==> src/rtl/sim_mem_io.sv <==
// Data memory and simulation I/O unit on the CPU data bus.
// Provides a 1-cycle synchronous-read RAM, a buffered output channel drained over
// valid/ready, a sticky halt register with exit code, and a cycle-timeout watchdog.
// OUT_ADDR and HALT_ADDR must differ and fit in ADDR_WIDTH bits.
// FIFO_DEPTH must be a power of two (>= 2), and TIMEOUT must be >= 1.
module sim_mem_io #(
  parameter int unsigned           ADDR_WIDTH = 8,
  parameter int unsigned           DATA_WIDTH = 8,
  parameter logic [ADDR_WIDTH-1:0] OUT_ADDR   = ADDR_WIDTH'(1),
  parameter logic [ADDR_WIDTH-1:0] HALT_ADDR  = ADDR_WIDTH'(2),
  parameter int unsigned           FIFO_DEPTH = 4,
  parameter int unsigned           TIMEOUT    = 1000
) (
  input  logic                  clk,
  input  logic                  rst,
  input  logic [ADDR_WIDTH-1:0] mem_addr,
  input  logic                  mem_wr,
  input  logic [DATA_WIDTH-1:0] wr_data,
  output logic [DATA_WIDTH-1:0] rd_data,
  output logic                  out_valid,
  output logic [DATA_WIDTH-1:0] out_data,
  input  logic                  out_ready,
  output logic                  overflow,
  output logic                  halted,
  output logic [DATA_WIDTH-1:0] exit_code,
  output logic                  timed_out,
  output logic [31:0]           cycle_count
);

  localparam int unsigned     RAM_DEPTH  = 1 << ADDR_WIDTH;
  localparam int unsigned     PTR_W      = $clog2(FIFO_DEPTH);
  localparam int unsigned     CNT_W      = PTR_W + 1;
  localparam logic [CNT_W-1:0] FIFO_FULL  = CNT_W'(FIFO_DEPTH);
  localparam logic [31:0]     TIMEOUT_M1 = 32'(TIMEOUT - 1);

  logic [DATA_WIDTH-1:0] ram      [RAM_DEPTH];
  logic [DATA_WIDTH-1:0] fifo_mem [FIFO_DEPTH];
  logic [PTR_W-1:0]      rd_ptr;
  logic [PTR_W-1:0]      wr_ptr;
  logic [CNT_W-1:0]      fifo_cnt;

  logic                  running_c;
  logic                  wr_en_c;
  logic                  push_req_c;
  logic                  push_ok_c;
  logic                  pop_c;
  logic                  halt_wr_c;
  logic                  expire_c;
  logic [PTR_W-1:0]      rd_ptr_nxt_c;
  logic [PTR_W-1:0]      wr_ptr_nxt_c;
  logic [CNT_W-1:0]      fifo_cnt_nxt_c;
  logic [DATA_WIDTH-1:0] head_nxt_c;

  // Bus decode, FIFO bookkeeping and next head value.
  always_comb begin
    running_c  = !halted && !timed_out;
    wr_en_c    = rst && mem_wr && running_c;
    push_req_c = wr_en_c && (mem_addr == OUT_ADDR);
    halt_wr_c  = wr_en_c && (mem_addr == HALT_ADDR);
    pop_c      = out_valid && out_ready;
    // A full FIFO still accepts a push when the head leaves in the same cycle.
    push_ok_c  = push_req_c && ((fifo_cnt != FIFO_FULL) || pop_c);
    // Halt wins over a watchdog expiry landing in the same cycle.
    expire_c   = running_c && !halt_wr_c && (cycle_count >= TIMEOUT_M1);

    rd_ptr_nxt_c   = rd_ptr;
    wr_ptr_nxt_c   = wr_ptr;
    fifo_cnt_nxt_c = fifo_cnt;
    if (pop_c) begin
      rd_ptr_nxt_c = rd_ptr + PTR_W'(1);
    end
    if (push_ok_c) begin
      wr_ptr_nxt_c = wr_ptr + PTR_W'(1);
    end
    if (push_ok_c && !pop_c) begin
      fifo_cnt_nxt_c = fifo_cnt + CNT_W'(1);
    end else if (!push_ok_c && pop_c) begin
      fifo_cnt_nxt_c = fifo_cnt - CNT_W'(1);
    end

    // Forward the incoming word when it lands in the slot that becomes the head.
    head_nxt_c = '0;
    if (fifo_cnt_nxt_c != '0) begin
      if (push_ok_c && (wr_ptr == rd_ptr_nxt_c)) begin
        head_nxt_c = wr_data;
      end else begin
        head_nxt_c = fifo_mem[rd_ptr_nxt_c];
      end
    end
  end

  // RAM and FIFO storage arrays; contents survive reset.
  always_ff @(posedge clk) begin
    if (wr_en_c) begin
      ram[mem_addr] <= wr_data;
    end
    if (push_ok_c) begin
      fifo_mem[wr_ptr] <= wr_data;
    end
  end

  // Registered read port; old data on read-during-write.
  always_ff @(posedge clk or negedge rst) begin
    if (!rst) begin
      rd_data <= '0;
    end else begin
      rd_data <= ram[mem_addr];
    end
  end

  // Output FIFO pointers, occupancy, registered head and overflow flag.
  always_ff @(posedge clk or negedge rst) begin
    if (!rst) begin
      rd_ptr    <= '0;
      wr_ptr    <= '0;
      fifo_cnt  <= '0;
      out_valid <= 1'b0;
      out_data  <= '0;
      overflow  <= 1'b0;
    end else begin
      rd_ptr    <= rd_ptr_nxt_c;
      wr_ptr    <= wr_ptr_nxt_c;
      fifo_cnt  <= fifo_cnt_nxt_c;
      out_valid <= (fifo_cnt_nxt_c != '0);
      out_data  <= head_nxt_c;
      if (push_req_c && !push_ok_c) begin
        overflow <= 1'b1;
      end
    end
  end

  // Halt register, watchdog and saturating cycle counter.
  always_ff @(posedge clk or negedge rst) begin
    if (!rst) begin
      halted      <= 1'b0;
      exit_code   <= '0;
      timed_out   <= 1'b0;
      cycle_count <= '0;
    end else begin
      if (halt_wr_c) begin
        halted    <= 1'b1;
        exit_code <= wr_data;
      end
      if (expire_c) begin
        timed_out <= 1'b1;
      end
      if (cycle_count != 32'hFFFF_FFFF) begin
        cycle_count <= cycle_count + 32'd1;
      end
    end
  end

endmodule

==> config.mk <==
export PLATFORM = sky130hd
export DESIGN_NAME = sim_mem_io
export DESIGN_NICKNAME = d
export VERILOG_FILES = /design/src/rtl/sim_mem_io.sv
export SDC_FILE = /design/constraint.sdc
export NUM_CORES = 2
export LEC_CHECK = 0
export CELL_PAD_IN_SITES_DETAIL_PLACEMENT = 1
export CELL_PAD_IN_SITES_GLOBAL_PLACEMENT = 2
export CORE_UTILIZATION = 25
export CTS_CLUSTER_DIAMETER = 40
export DETAILED_ROUTE_END_ITERATION = 10
export GPL_ROUTABILITY_DRIVEN = 0
export PLACE_DENSITY_LB_ADDON = 0.1
export SKIP_CTS_REPAIR_TIMING = 1
export SYNTH_ARGS = -nofsm -noshare
export SYNTH_HDL_FRONTEND = slang
export SYNTH_SLANG_ARGS = --single-unit
==> constraint.sdc <==
create_clock -name clk -period 3.2 [get_ports clk]
set_clock_uncertainty 0.05 [all_clocks]
set_input_delay 0.64 -clock clk [delete_from_list [all_inputs] [get_ports clk]]
set_output_delay 0.64 -clock clk [all_outputs]
set_load 0.05 [all_outputs]
==> summary.md <==
| Metric | Value |
|---|---|
| Final hold violations | 0 |
| Vias in the first global route | 47,454 |
| Crit end category | flip-flop |
| Setup repair after global routing missed its margin | false |
| Combined global-route utilization of all metal layers | 16.06% |
| Number of max-cap violations | 0 |
| Number of max-slew violations in the final report | 0 |
| Core Box Area | 327,100 um2 |
| Count of filler cells inserted in the layout | 32,264 |
| Wire length after detailed routing | roughly 270,000 um |
| Worst slack after detailed placement | -0.8550 ns |
| Count of routing violations after the opening detailed-route iteration | ~2,600 |
| Antenna-violating nets left | 0 |
| DRC violations left | 0 |
| Clock Sinks | 2,147 |
| Post-synth EDFFs | 2,080 |
| Maximum count of clock buffers along a single path | 4 |
| Via count | 42,881 |
| Width of the die | 575.4 um |
| FF-to-FF setup slack | 0.16 ns |
| Clock-pin slew on the worst setup and hold paths | approximately 0.05 ns |
| Synth cell types | 48 |
| Count of buffers inserted at the top-level ports | 79 |
| Hpwl dp | ~170,000 um |
| Fraction of final layout cells sized beyond drive strength 1 | 39.39% |
| Rel. slew slack | 8.283% |
| Slew at the pin with the worst max-slew slack | 1.358 ns |
| Yosys warning total | 0 |
| Initial Util | 25.13% |
| Number of nets in the layout | 4,922 |
| Largest net degree at the start of global routing | 104 |
| Fraction of synthesis flops using an asynchronous set or reset pin | 3.121% |
| Slowest Stage Delay on Critical Path | 1.22 ns |
| First-pass GRT wire length | around 380,000 um |
| Most used flip-flop cell after synthesis | edfxtp_1 |
| Nets in the synthesized netlist | 3,850 |
| Combined area of all synthesized cells | approximately 82,000 um2 |
| Final Worst Setup Slack | between 0.08 and 0.09 ns |
| Root cell of the clock tree | clkbuf_16 |
| Worst Setup Start Kind | input port |
| Total CTS buffers | 403 |
| Worst EP arrival | 3.88 ns |
| PD cells | 721.9 nW/um2 |
| FP Rows | between 200 and 250 |
| Cell type of the slowest stage on the worst timing path | o41ai_1 |
| GRT Residual Overflow | 0 |
| Final min period | 3.118 ns |
| Critical path start-end classification | in2reg |
| Count of final setup violators | 0 |
| Final clock period utilization by the worst path | 97.45% |
| Average detailed-routed wire length per instance | 27.88 um |
| Worst vdd rail ir drop | around 0.5 mV |
| P_leak | 36.10 nW |
| Average footprint of a synthesized cell | 21.51 um2 |
| WP data required | just under 4 ns |
| Synth-to-Final Area Change | 33.13% |
| Number of standard cells in the layout, taps in and fillers out | roughly 9,600 |
| Antenna violations before repair | 16 |
| Total placed cells including tap cells | 8,834 |
| Part of the Yosys area used for sequential elements | around four fifths |
| Fin Hold WS | between 0.1 and 0.15 ns |
| Overall die height | 575.4 um |
| DR pass1 iterations | 6 |
| TritonCTS clock tree | done |
| Kind of path behind the tightest hold check | in2reg |
| Synthesized instance count | 3,822 |
| Crit-path cells | buf_8 -> buf_12 -> buf_12 -> buf_4 -> mux4_2 -> a22oi_1 -> a21oi_1 -> o41ai_1 -> buf_4 -> nand4_1 |
| Maximum operating frequency | between 300 and 400 MHz |
| Critical path fanouts, max | 9 |
| Clock network latency to the later pin of the worst-skew pair | 0.92 ns |
| Result of the run | finished, final reports clean |
| Die ar. | 331,100 um2 |
| Top-level I/O count | 80 |
| Via-per-instance ratio | 4.473 |
| CTS H-tree depth | 5 |
| Flops & latches, synth | 2,147 |
## state kept, by name, summed over array words and instances (netlist names)
signal	cells
fifo_cnt	3
wr_ptr	2
fifo_mem	32
cycle_count	32
out_data	8
rd_data	8
halted	1
out_valid	1
rd_ptr	2
overflow	1
exit_code	8
timed_out	1
ram	2048
## critical path, delay by kind of cell
| family | cells | cell delay, ns |
|---|---|---|
| AOI/OAI and AO/OA | 3 | 1.67 |
| and+or+nand+nor | 1 | 0.07 |
| buffers and inverters | 5 | 0.92 |
| muxes | 1 | 0.53 |
## cell families (layout without fill, tap and decap cells)
kind of cell | count (synthesis) | in the layout | synth area share, %
adders and majority gates | 8 | 8 | 0.1218
DFF | 2147 | 2147 | 78.03
other | 0 | 8 | 0
xor gates and xnor gates | 37 | 37 | 0.3943
AOI/OAI and AO/OA | 432 | 432 | 3.620
muxes | 538 | 538 | 14.48
and+or+nand+nor | 421 | 421 | 2.210
buffers and inverters | 239 | 1649 | 1.140
## layout make-up
| type | instances | area, um2 | area share [%] |
|---|---|---|---|
| Clock inverter | 303 | 3697 | 3.379 |
| Inverter | 13 | 53.80 | 0.04917 |
| Antenna cell | 8 | 20.02 | 0.01830 |
| Sequential cell | 2147 | 64140 | 58.61 |
| Clock buffer | 440 | 10350 | 9.460 |
| Timing Repair Buffer | 893 | 8503 | 7.771 |
| Tap cell | 4346 | 5438 | 4.969 |
| Multi-Input combinational cell | 1436 | 17220 | 15.74 |
## metal layers
metal	track usage (%)	vias to the layer above	share of wire, %
li1	-	18440	-
met1	21.77	23277	45
met2	26.96	832	49
met3	2.422	332	3.7
met4	3.930	0	2.0
met5	0	-	0
## power by group
part | leakage, nW | internal (W) | switching, W
registers | 19.6 | 0.0310 | 0.000116
clock network | 6.77 | 0.0284 | 0.0154
logic | 9.78 | 0.00167 | 0.00247
## per-stage QoR
stage	power (W)	TNS (ns)	util, %	area [um2]
final	0.07900	0	33.45	109400
after global placement	0.03592	-56.01	29.15	95350
after floorplan	0.03355	0	-	82190
after CTS	0.08027	-0.006308	33.44	109400
after detailed placement	0.03592	-54.25	29.15	95350
after global routing	0.08158	0	33.45	109400
## synth_stat cells (17+ instances only)
master | instances | area share [%]
a22oi_1 | 256 | 2.3
xnor2_1 | 27 | 0.29
nand2_1 | 53 | 0.24
o41ai_1 | 32 | 0.34
nand4_1 | 17 | 0.13
buf_2 | 22 | 0.13
buf_1 | 48 | 0.22
clkbuf_1 | 155 | 0.71
a21oi_1 | 131 | 0.80
mux4_2 | 520 | 14
dfrtp_1 | 67 | 2.0
nor2_1 | 280 | 1.3
edfxtp_1 | 2080 | 76
## worst paths after layout
check	startpoint	end	cells after the start
min reg2reg	overflow$_DFFE_PN0P_	overflow$_DFFE_PN0P_	1
min	wr_data[0]	fifo_mem[1][0]$_DFFE_PP_	1
min in group asynchronous	rst	cycle_count[9]$_DFFE_PN0P_	3
max reg2reg	ram[177][3]$_DFFE_PP_	rd_data[3]$_DFF_PN0_	6
max	mem_addr[0]	rd_data[3]$_DFF_PN0_	10
max in group asynchronous	rst	rd_data[6]$_DFF_PN0_	4
## placed cells by master, fill, tap and decap left out, types with 6 or more instances in the layout
cell type,instances
diode_2,8
o41ai_1,28
a21oi_1,131
and2_1,8
clkinv_2,59
mux2_2,9
nand2_2,17
bufinv_16,59
buf_12,124
clkbuf_1,31
nand4_1,17
edfxtp_1,2080
and3_1,6
mux2i_1,9
clkinv_16,6
clkinv_1,42
clkdlybuf4s50_1,68
xor2_1,10
clkbuf_16,409
buf_8,10
a22oi_1,256
mux4_2,520
nand3_1,11
inv_1,12
clkinvlp_4,40
inv_6,45
inv_16,8
xnor2_1,27
inv_8,6
buf_4,690
nand2_1,36
nor3_1,13
dfrtp_1,67
nor2_1,278
clkinv_4,34
ha_1,8
(Power assumes the default switching activity.)
